<file path="config.mk">
export PLATFORM = sky130hd
export DESIGN_NAME = hsem_lock_arb
export DESIGN_NICKNAME = d
export VERILOG_FILES = /design/src/rtl/hsem_lock_arb_pkg.sv /design/src/rtl/hsem_lock_arb_pend_fsm.sv /design/src/rtl/hsem_lock_arb.sv
export SDC_FILE = /design/constraint.sdc
export NUM_CORES = 1
export LEC_CHECK = 0
export CAP_MARGIN = 20
export CELL_PAD_IN_SITES_DETAIL_PLACEMENT = 1
export CELL_PAD_IN_SITES_GLOBAL_PLACEMENT = 1
export CORE_MARGIN = 2
export CORE_UTILIZATION = 27
export CTS_CLUSTER_DIAMETER = 30
export CTS_CLUSTER_SIZE = 28
export DETAILED_ROUTE_END_ITERATION = 7
export GPL_TIMING_DRIVEN = 0
export PLACE_DENSITY = 0.5
export SYNTH_ARGS = -nofsm -noshare
export SYNTH_HDL_FRONTEND = slang
export SYNTH_SLANG_ARGS = --single-unit
</file>
<file path="constraint.sdc">
create_clock -name hclk -period 4.5 [get_ports hclk]
set_clock_uncertainty 0.1 [all_clocks]
set_input_delay 1.125 -clock hclk [delete_from_list [all_inputs] [get_ports hclk]]
set_output_delay 1.125 -clock hclk [all_outputs]
set_load 0.03 [all_outputs]
</file>
<file path="src/rtl/hsem_lock_arb_pkg.sv">
// Shared types for the HSEM lock arbiter: request opcodes, response codes and pend states.
package hsem_lock_arb_pkg;

    localparam int NUM_CORES  = 2;
    localparam int PEND_CNT_W = 8;

    typedef enum logic {
        OP_LOCK    = 1'b0,
        OP_RELEASE = 1'b1
    } req_op_e;

    typedef enum logic [1:0] {
        ST_GRANTED = 2'b00,
        ST_BUSY    = 2'b01,
        ST_ERROR   = 2'b10
    } rsp_status_e;

    typedef enum logic {
        PEND_IDLE = 1'b0,
        PEND_WAIT = 1'b1
    } pend_state_e;

endpackage

</file>
<file path="src/rtl/hsem_lock_arb_pend_fsm.sv">
// Per-core pend tracker: latches the parked LOCK request and counts cycles spent waiting.
module hsem_lock_arb_pend_fsm
    import hsem_lock_arb_pkg::*;
#(
    parameter int SEM_W        = 3,
    parameter int PROCID_W     = 8,
    parameter int PEND_TIMEOUT = 255
) (
    input  logic                hclk,
    input  logic                hresetn,
    input  logic                enter,
    input  logic [SEM_W-1:0]    enter_sem,
    input  logic [PROCID_W-1:0] enter_procid,
    input  logic                grant,
    output logic                pend_active,
    output logic [SEM_W-1:0]    pend_sem,
    output logic [PROCID_W-1:0] pend_procid,
    output logic                timeout
);

    pend_state_e           state_q, state_d;
    logic [SEM_W-1:0]      sem_q, sem_d;
    logic [PROCID_W-1:0]   procid_q, procid_d;
    logic [PEND_CNT_W-1:0] cnt_q, cnt_d;

    assign pend_active = (state_q == PEND_WAIT);
    assign pend_sem    = sem_q;
    assign pend_procid = procid_q;
    // Counter holds the number of pend cycles already finished; the current one is the last allowed.
    assign timeout     = pend_active && (cnt_q == PEND_CNT_W'(PEND_TIMEOUT - 1));

    always_comb begin
        state_d  = state_q;
        sem_d    = sem_q;
        procid_d = procid_q;
        cnt_d    = cnt_q;
        case (state_q)
            PEND_IDLE: begin
                if (enter) begin
                    state_d  = PEND_WAIT;
                    sem_d    = enter_sem;
                    procid_d = enter_procid;
                    cnt_d    = '0;
                end
            end
            PEND_WAIT: begin
                if (grant || timeout) begin
                    state_d = PEND_IDLE;
                end else begin
                    cnt_d = cnt_q + 1'b1;
                end
            end
            default: state_d = PEND_IDLE;
        endcase
    end

    always_ff @(posedge hclk) begin
        if (!hresetn) begin
            state_q  <= PEND_IDLE;
            sem_q    <= '0;
            procid_q <= '0;
            cnt_q    <= '0;
        end else begin
            state_q  <= state_d;
            sem_q    <= sem_d;
            procid_q <= procid_d;
            cnt_q    <= cnt_d;
        end
    end

endmodule

</file>
<file path="src/rtl/hsem_lock_arb.sv">
// Two-core lock arbiter for the HSEM semaphore array: lock/owner state, round-robin contention, responses.
module hsem_lock_arb
    import hsem_lock_arb_pkg::*;
#(
    parameter int SEM_NUM      = 8,
    parameter int PROCID_W     = 8,
    parameter int PEND_TIMEOUT = 255,
    parameter int SEM_W        = $clog2(SEM_NUM)
) (
    input  logic                hclk,
    input  logic                hresetn,
    input  logic                req0_valid,
    output logic                req0_ready,
    input  logic                req0_op,
    input  logic                req0_wait,
    input  logic [SEM_W-1:0]    req0_sem,
    input  logic [PROCID_W-1:0] req0_procid,
    output logic                rsp0_valid,
    output logic [1:0]          rsp0_status,
    input  logic                req1_valid,
    output logic                req1_ready,
    input  logic                req1_op,
    input  logic                req1_wait,
    input  logic [SEM_W-1:0]    req1_sem,
    input  logic [PROCID_W-1:0] req1_procid,
    output logic                rsp1_valid,
    output logic [1:0]          rsp1_status,
    output logic [SEM_NUM-1:0]  sem_lock,
    output logic [SEM_NUM-1:0]  sem_owner_core,
    output logic [SEM_NUM-1:0]  sem_free_pulse,
    output logic                semerr_0,
    output logic                semerr_1
);

    logic [NUM_CORES-1:0] req_valid, req_op, req_wait, req_ready, accept, in_range;
    logic [SEM_W-1:0]     req_sem     [NUM_CORES];
    logic [PROCID_W-1:0]  req_procid  [NUM_CORES];
    logic [NUM_CORES-1:0] pend_active, pend_timeout, pend_enter, pend_grant;
    logic [SEM_W-1:0]     pend_sem    [NUM_CORES];
    logic [PROCID_W-1:0]  pend_procid [NUM_CORES];
    logic [NUM_CORES-1:0] cand_lock, cand_free, own_match, win;
    logic [SEM_W-1:0]     cand_sem    [NUM_CORES];
    logic [PROCID_W-1:0]  cand_pid    [NUM_CORES];

    logic [SEM_NUM-1:0]   lock_q, lock_d, owner_core_q, owner_core_d, free_q, free_d;
    logic [PROCID_W-1:0]  owner_pid_q [SEM_NUM];
    logic [PROCID_W-1:0]  owner_pid_d [SEM_NUM];
    logic [NUM_CORES-1:0] rsp_valid_q, rsp_valid_d, semerr_q, semerr_d;
    rsp_status_e          rsp_status_q [NUM_CORES];
    rsp_status_e          rsp_status_d [NUM_CORES];
    logic                 rr_ptr_q, rr_ptr_d;
    logic                 same_target, tie, winner;

    assign req_valid     = {req1_valid, req0_valid};
    assign req_op        = {req1_op, req0_op};
    assign req_wait      = {req1_wait, req0_wait};
    assign req_sem[0]    = req0_sem;
    assign req_sem[1]    = req1_sem;
    assign req_procid[0] = req0_procid;
    assign req_procid[1] = req1_procid;

    for (genvar gi = 0; gi < NUM_CORES; gi++) begin : g_core
        hsem_lock_arb_pend_fsm #(
            .SEM_W        (SEM_W),
            .PROCID_W     (PROCID_W),
            .PEND_TIMEOUT (PEND_TIMEOUT)
        ) u_pend (
            .hclk         (hclk),
            .hresetn      (hresetn),
            .enter        (pend_enter[gi]),
            .enter_sem    (req_sem[gi]),
            .enter_procid (req_procid[gi]),
            .grant        (pend_grant[gi]),
            .pend_active  (pend_active[gi]),
            .pend_sem     (pend_sem[gi]),
            .pend_procid  (pend_procid[gi]),
            .timeout      (pend_timeout[gi])
        );

        assign req_ready[gi]  = ~pend_active[gi];
        assign accept[gi]     = req_valid[gi] & req_ready[gi];
        assign in_range[gi]   = int'(req_sem[gi]) < SEM_NUM;
        assign own_match[gi]  = lock_q[req_sem[gi]] & (owner_core_q[req_sem[gi]] == 1'(gi))
                              & (owner_pid_q[req_sem[gi]] == req_procid[gi]);
        // A parked request keeps competing every cycle in place of a new one.
        assign cand_sem[gi]   = pend_active[gi] ? pend_sem[gi] : req_sem[gi];
        assign cand_pid[gi]   = pend_active[gi] ? pend_procid[gi] : req_procid[gi];
        assign cand_lock[gi]  = pend_active[gi] | (accept[gi] & (req_op[gi] == OP_LOCK) & in_range[gi]);
        assign cand_free[gi]  = ~lock_q[cand_sem[gi]];
        assign win[gi]        = cand_lock[gi] & cand_free[gi] & (~same_target | (winner == 1'(gi)));
    end

    assign same_target = cand_lock[0] & cand_lock[1] & (cand_sem[0] == cand_sem[1]) & cand_free[0];
    assign tie         = same_target & (pend_active[0] == pend_active[1]);
    assign winner      = tie ? rr_ptr_q : pend_active[1];
    assign rr_ptr_d    = rr_ptr_q ^ tie;

    always_comb begin
        lock_d       = lock_q;
        owner_core_d = owner_core_q;
        owner_pid_d  = owner_pid_q;
        free_d       = '0;
        rsp_valid_d  = '0;
        semerr_d     = '0;
        pend_enter   = '0;
        pend_grant   = '0;
        for (int n = 0; n < NUM_CORES; n++) begin
            rsp_status_d[n] = ST_GRANTED;
        end
        for (int n = 0; n < NUM_CORES; n++) begin
            if (win[n]) begin
                lock_d[cand_sem[n]]       = 1'b1;
                owner_core_d[cand_sem[n]] = 1'(n);
                owner_pid_d[cand_sem[n]]  = cand_pid[n];
                rsp_valid_d[n]            = 1'b1;
                pend_grant[n]             = pend_active[n];
            end else if (pend_active[n]) begin
                if (pend_timeout[n]) begin
                    rsp_valid_d[n]  = 1'b1;
                    rsp_status_d[n] = ST_BUSY;
                end
            end else if (accept[n]) begin
                rsp_valid_d[n] = 1'b1;
                if (!in_range[n]) begin
                    rsp_status_d[n] = ST_ERROR;
                    semerr_d[n]     = (req_op[n] == OP_RELEASE);
                end else if (req_op[n] == OP_LOCK) begin
                    if (own_match[n]) begin
                        rsp_status_d[n] = ST_GRANTED;
                    end else if (req_wait[n]) begin
                        rsp_valid_d[n] = 1'b0;
                        pend_enter[n]  = 1'b1;
                    end else begin
                        rsp_status_d[n] = ST_BUSY;
                    end
                end else if (own_match[n]) begin
                    lock_d[req_sem[n]] = 1'b0;
                    free_d[req_sem[n]] = 1'b1;
                end else begin
                    rsp_status_d[n] = ST_ERROR;
                    semerr_d[n]     = 1'b1;
                end
            end
        end
    end

    always_ff @(posedge hclk) begin
        if (!hresetn) begin
            lock_q       <= '0;
            owner_core_q <= '0;
            free_q       <= '0;
            rsp_valid_q  <= '0;
            semerr_q     <= '0;
            rr_ptr_q     <= 1'b0;
            for (int i = 0; i < SEM_NUM; i++) owner_pid_q[i] <= '0;
            for (int n = 0; n < NUM_CORES; n++) rsp_status_q[n] <= ST_GRANTED;
        end else begin
            lock_q       <= lock_d;
            owner_core_q <= owner_core_d;
            owner_pid_q  <= owner_pid_d;
            free_q       <= free_d;
            rsp_valid_q  <= rsp_valid_d;
            semerr_q     <= semerr_d;
            rr_ptr_q     <= rr_ptr_d;
            rsp_status_q <= rsp_status_d;
        end
    end

    assign req0_ready     = req_ready[0];
    assign req1_ready     = req_ready[1];
    assign rsp0_valid     = rsp_valid_q[0];
    assign rsp1_valid     = rsp_valid_q[1];
    assign rsp0_status    = rsp_status_q[0];
    assign rsp1_status    = rsp_status_q[1];
    assign semerr_0       = semerr_q[0];
    assign semerr_1       = semerr_q[1];
    assign sem_lock       = lock_q;
    assign sem_owner_core = owner_core_q;
    assign sem_free_pulse = free_q;

endmodule

</file>
Word level (Yosys, flattened, before mapping) --
Cells that the tools add are included. Widths: inputs -> output; s select.
Word-level totals: input bits 30, bits in registers 137
Cells by class: order comparisons 14, reduce and logical (&&, ||, !) cells 18, add/sub/neg operators 2, multiplexer cells 117, eq/ne operators 10, bitwise operators 47
Operators by type and width (count):
- $mux 8 | 34
- $bwmux 64 | 2
- $mux 64 | 2
- $mux 1 | 51
- $bmux 8 s3 | 2
- $demux 8 s3 | 2
- $or 8x8->8 | 4
- $pmux 8 s2 | 2
- $and 8x8->8 | 3
- $not 8->8 | 3
- $bmux 1 s3 | 6
- $add 8x1->8 const B | 2
- $and 1x1->1 | 16
- $eq 8x8->1 | 2
- $eq 8x8->1 const B | 2
- $ge 4x4->1 const B | 4
- $lt 3x4->1 const B | 4
- $mux 2 | 8
- $not 3->4 | 4
- $demux 1 s3 | 4
- $ge 3x1->1 const B | 4
- $not 1->1 | 12
- $reduce_or 5->1 | 2
- $logic_and 1x1->1 | 8
- other kinds (12) | 25

Longest topological paths before layout --
word-level depth 19, gate-level depth with buffers 13, mapped depth without buffers 8

Cells and area by module --
From an unflattened synthesis, not the netlist that was laid out.
Unflattened totals: cell total of the unflattened synthesis 898, area, all modules 8294.2 sq um
By module, submodules not included:
- hsem_lock_arb | area an instance 6500.0 sq um, times used 1, cells each 690
- hsem_lock_arb_pend_fsm | area an instance 897.1 sq um, times used 2, cells each 104

Worst setup path after synthesis --
Ideal clock, no wire load.
kind input to register, from input port req0_sem[1], to register lock_q[2] (netlist: sem_lock[2]), path slack 713 ps, arrival time 3569 ps, stages on the path 10, path through buf_2 mux2i_2 mux2_4 a221o_1 a2111oi_4 nand2_1 nand4_1 clkbuf_1 nand2_1 o221a_1
On the way: longest elaborated chain between the ends 17
RTL lines:
- start, declared | RTL line hsem_lock_arb.sv:16 | input logic [SEM_W-1:0] req0_sem,
- $not 3->4 (implied by the code) (tied with other cells) | RTL line hsem_lock_arb.sv:84 | & (owner_pid_q[req_sem[gi]] == req_procid[gi]);
- $bmux 8 s3 (tied with other cells) | RTL line hsem_lock_arb.sv:84
- $mux 8 (implied by the code) (tied with other cells) (2 in series) | RTL line hsem_lock_arb.sv:84
- $eq 8x8->1 (tied with other cells) | RTL line hsem_lock_arb.sv:84
- $and 1x1->1 (tied with other cells) | RTL line hsem_lock_arb.sv:84
- $mux 8 or $mux 1 (tied branches) | RTL line hsem_lock_arb.sv:136, hsem_lock_arb.sv:95
- $mux 8 or $not 1->1 (tied branches) | RTL line hsem_lock_arb.sv:127, hsem_lock_arb.sv:90
- $mux 8 or $or 1x1->1 (tied branches) | RTL line hsem_lock_arb.sv:122, hsem_lock_arb.sv:90
- $mux 8 or $and 1x1->1 (tied branches) | RTL line hsem_lock_arb.sv:117, hsem_lock_arb.sv:90
- $mux 8 | RTL line hsem_lock_arb.sv:111 | if (win[n]) begin
- $and 8x8->8 (no line)
- $mux 8 | RTL line hsem_lock_arb.sv:136 | end else if (own_match[n]) begin
- $mux 8 | RTL line hsem_lock_arb.sv:127 | end else if (req_op[n] == OP_LOCK) begin
- $mux 8 | RTL line hsem_lock_arb.sv:122 | end else if (accept[n]) begin
- $mux 8 | RTL line hsem_lock_arb.sv:117 | end else if (pend_active[n]) begin
- $mux 8 * | RTL line hsem_lock_arb.sv:111
- end signal, assigned | RTL line hsem_lock_arb.sv:158 | lock_q <= lock_d;
- end, declared | RTL line hsem_lock_arb.sv:45 | logic [SEM_NUM-1:0] lock_q, lock_d, owner_core_q, owner_core_d, free_q, free_d;
Mark *: on every way between the ends. The rest lies on a longest branch, timed or not. The select of a mux whose other input is x is not followed. A chain may end at the register's enable or synchronous reset.

Worst setup path after layout --
from input port req1_sem[1], to register g_core[1].u_pend.sem_q[1]
On the way: longest elaborated chain between the ends 12
RTL lines:
- start, declared | RTL line hsem_lock_arb.sv:24 | input logic [SEM_W-1:0] req1_sem,
- $not 3->4 (implied by the code) | RTL line hsem_lock_arb.sv:84
- $bmux 8 s3 | RTL line hsem_lock_arb.sv:84
- $mux 8 (implied by the code) (2 in series) | RTL line hsem_lock_arb.sv:84
- $eq 8x8->1 | RTL line hsem_lock_arb.sv:84
- $and 1x1->1 | RTL line hsem_lock_arb.sv:84
- $mux 1 | RTL line hsem_lock_arb.sv:128 | if (own_match[n]) begin
- $mux 1 | RTL line hsem_lock_arb.sv:127
- $mux 1 | RTL line hsem_lock_arb.sv:122
- $mux 1 | RTL line hsem_lock_arb.sv:117
- $mux 1 | RTL line hsem_lock_arb.sv:111
- $reduce_and 2->1 (no line)
- end signal, assigned | RTL line hsem_lock_arb_pend_fsm.sv:65 | sem_q <= sem_d;
- end, declared | RTL line hsem_lock_arb_pend_fsm.sv:22 | logic [SEM_W-1:0] sem_q, sem_d;
Several ways; a longest one is shown, not always the timed one. The select of a mux whose other input is x is not followed.

==> reports/metrics.cfg <==
[floorplan]
ios = 64
dieWidth_um = 174
row_count = 62
core_area_sq_mm = 0.0286
design.die.area_sq_mm = 0.0304
fp.dieH_um = 174
start_util_pct = 27.4

[logic_synthesis]
postSynthAreaPerCell_sq_um = 9.47
synth.top_cell.area_share_pct = 34.5
synth_fp_nets = 861
syn_area_sq_mm = 0.00783
synthFlopType = dfxtp_1
yosysMostFrequentCell = dfxtp_1
synth.distinct_cells = 67
seq_area_frac_synth_pct = 34.5
yosys-top-cells-count = dfxtp_1, mux2i_1, nand2_1, o22ai_1, nor2_1
ys_top_cells_by_area = dfxtp_1, mux2i_1, mux4_2
synth_cells = 827
ys_async_sr_fraction_pct = 0
synth-edff-count = 0
ys_warn_count = 0
ys_ff_latch = 135
synth_top_area_cell = dfxtp_1

[worst_setup_path]
worstSetupPathType = in -> reg
crit_fanout = 10
crit_family = buffers and inverters
endpoint_kind = register
arrival_ns = 4.57
crit_required_ns = 4.69
slowest_delay_ns = 0.67
rrSetupSlack_ns = 0.83
cp_common_cell = buf_6
path_cells = clkdlybuf4s50_1 -> buf_6 -> mux4_2 -> mux2i_2 -> xor2_1 -> nand4_1 -> or4_1 -> buf_2 -> nand3b_1 -> buf_6 -> mux2i_1 -> nor2_1
cp_slowest_cell = clkdlybuf4s50_1
critPathLaunchType = input pin
path_buf_inv = 4

[cts]
hold_buffers = 0
cts_buffers = 17
clock-sinks = 135
cts.clk_slew.worst_paths_ns = 0.06
clk_latency_ns = 0.43
h-tree-depth = 4
clock-root-buffer = clkbuf_16
cts_tree = done
clock_path_buffers = 2

[routing]
wirelength_um = 32700
wl_per_cell_um = 25.0
postRouteAntennaNets = 0
vias = 7029
drc = 0
drt-initial-drc-count = 419
via_per_inst = 5.37
drtPass1Iterations = 5

[sta]
finalSetupTns_ns = 0
finalSetupViolCount = 0
slew_viol_final = 0
relSlewSlack_pct = 35.2
rsz0062_at_grt = no
post-route-period-util_pct = 97.4
worstMarginPinSlew_ns = 0.972
fmax_mhz = 228
post-route-min-period_ns = 4.38
finalHoldViolations = 0

[pwr]
leakage_nw = 3.89
ir_drop_mv = 0.273
p_total_mw = 3.46
power.density_mw_per_mm2 = 356

[grt]
track_usage_pct = 21.8
grt_max_degree = 17
antenna_found_initial = 0
grt_overflow_total = 0
grt_pass1_vias = 7357
grt_pass1_wl_um = 48800

[final_layout]
diodes = 0
fillers = 3238
final_nets = 945
fin_util_pct = 33.9
drive_gt1_share_pct = 16.6
syn2layout_area_growth_pct = 24.0

[hold_path]
hold_path.class = reg -> reg

[status]
status = finished, final reports clean

[place]
dp_hpwl_um = 23600
io_buffers = 59
routabilityCongestion = 0.833

[job]
max_cap_violations = 0

-- layout by cell type, fill, tap and decap left out, drive strengths merged, types with 6 or more instances in the layout --
cell type	instances
and2	7
xnor2	9
nor3	11
clkinv	6
nor2	33
and3	7
o31ai	6
o21ai	20
inv	12
nand4	23
clkdlybuf4s50	59
o22ai	68
o211a	6
buf	44
nand3b	9
clkbuf	45
dfxtp	135
nor2b	13
mux4	24
nand3	29
mux2i	116
nand2	84
nand2b	9
bufinv	6
a21oi	31
xor2	17
mux2	28
or4	7
-- registers in the layout, summed over array words and instances, names as in the netlist, 2 cells and up --
signal                     cells
owner_pid_q                   64
g_core.u_pend.cnt_q           16
g_core.u_pend.pend_procid     16
sem_free_pulse                 8
sem_lock                       8
sem_owner_core                 8
g_core.u_pend.pend_sem         6
g_core.u_pend.pend_active      2
rsp_valid_q                    2
semerr_q                       2
-- layout make-up --
cell class	instances	area [sq um]	share of cell area [%]
Clock inverter	11	218	2.24
Multi-Input combinational cell	614	4750	48.9
Tap cell	384	480	4.95
Buffer	63	375	3.86
Timing Repair Buffer	65	648	6.67
Inverter	15	57.6	0.593
Sequential cell	135	2700	27.8
Clock buffer	21	480	4.95
-- worst paths after layout --
kind / startpoint / to / depth (start not counted)
worst max-delay path: req1_sem[1] / g_core[1].u_pend.pend_sem[1]$_SDFFE_PN0P_ / 12
worst min-delay path: g_core[0].u_pend.pend_procid[5]$_SDFFE_PN0P_ / g_core[0].u_pend.pend_procid[5]$_SDFFE_PN0P_ / 2
worst max register to register: g_core[0].u_pend.pend_active$_SDFF_PN0_ / g_core[0].u_pend.pend_procid[7]$_SDFFE_PN0P_ / 11
worst min register to register: g_core[0].u_pend.pend_procid[5]$_SDFFE_PN0P_ / g_core[0].u_pend.pend_procid[5]$_SDFFE_PN0P_ / 2
-- kinds of logic (layout without fill, tap and decap cells) --
family	Yosys count	after routing	share of synthesized area, %
simple gates	245	245	15.9
buf+inv	78	175	5.14
mux	168	168	25.9
xor+xnor	26	26	2.91
compound gates	171	171	14.9
flops	135	135	34.5
fa+ha+maj	4	4	0.639
-- metrics by stage --
| stage | instances | instance area, sq um | worst slack, ns | hold slack [ns] |
|---|---|---|---|---|
| floorplan | 827 | 7830 | 0.713 | 0.331 |
| global placement | 1270 | 8900 | -0.935 | 0.344 |
| detailed placement | 1270 | 8900 | -0.962 | 0.352 |
| CTS | 1305 | 9670 | 0.0401 | 0.362 |
| global route | 1308 | 9710 | 0.00874 | 0.380 |
| finish | 1308 | 9710 | 0.115 | 0.358 |
-- worst reg2reg max path, cell delays in order, from the launching register on --
cell      delay [ns]
dfxtp_1         0.32
buf_6           0.16
mux2i_2         0.59
xor2_1          0.14
or4_4           0.55
or2_0           0.26
clkbuf_1        0.19
and2_1          0.20
buf_6           0.14
nor4_2          0.39
buf_2           0.33
mux2i_1         0.21
-- routing by layer --
metal,GRT usage [%],wire length (um),vias up
met3,3.19,1410,49
met2,35.3,15100,182
met1,29.3,15100,3527
met5,0,0,-
met4,8.33,1080,0
li1,-,-,3271
-- repair_timing --
| item | 4_1_cts | 5_1_grt |
|---|---|---|
| setup buffers | 3 | 3 |
| pin swaps | 2 | 2 |
| hold endpoints to repair | 0 | 0 |
| setup endpoints to repair | 98 | 57 |
| gates resized for setup | 16 | 9 |
-- power by group --
part           total, mW  switching, mW  leakage (nW)  internal (mW)
Sequential          1.27         0.0383          1.09           1.23
Combinational      0.507          0.313          2.46          0.194
Clock               1.68          0.582         0.335           1.10
Total               3.46          0.933          3.89           2.53
(Power assumes the default switching activity.)
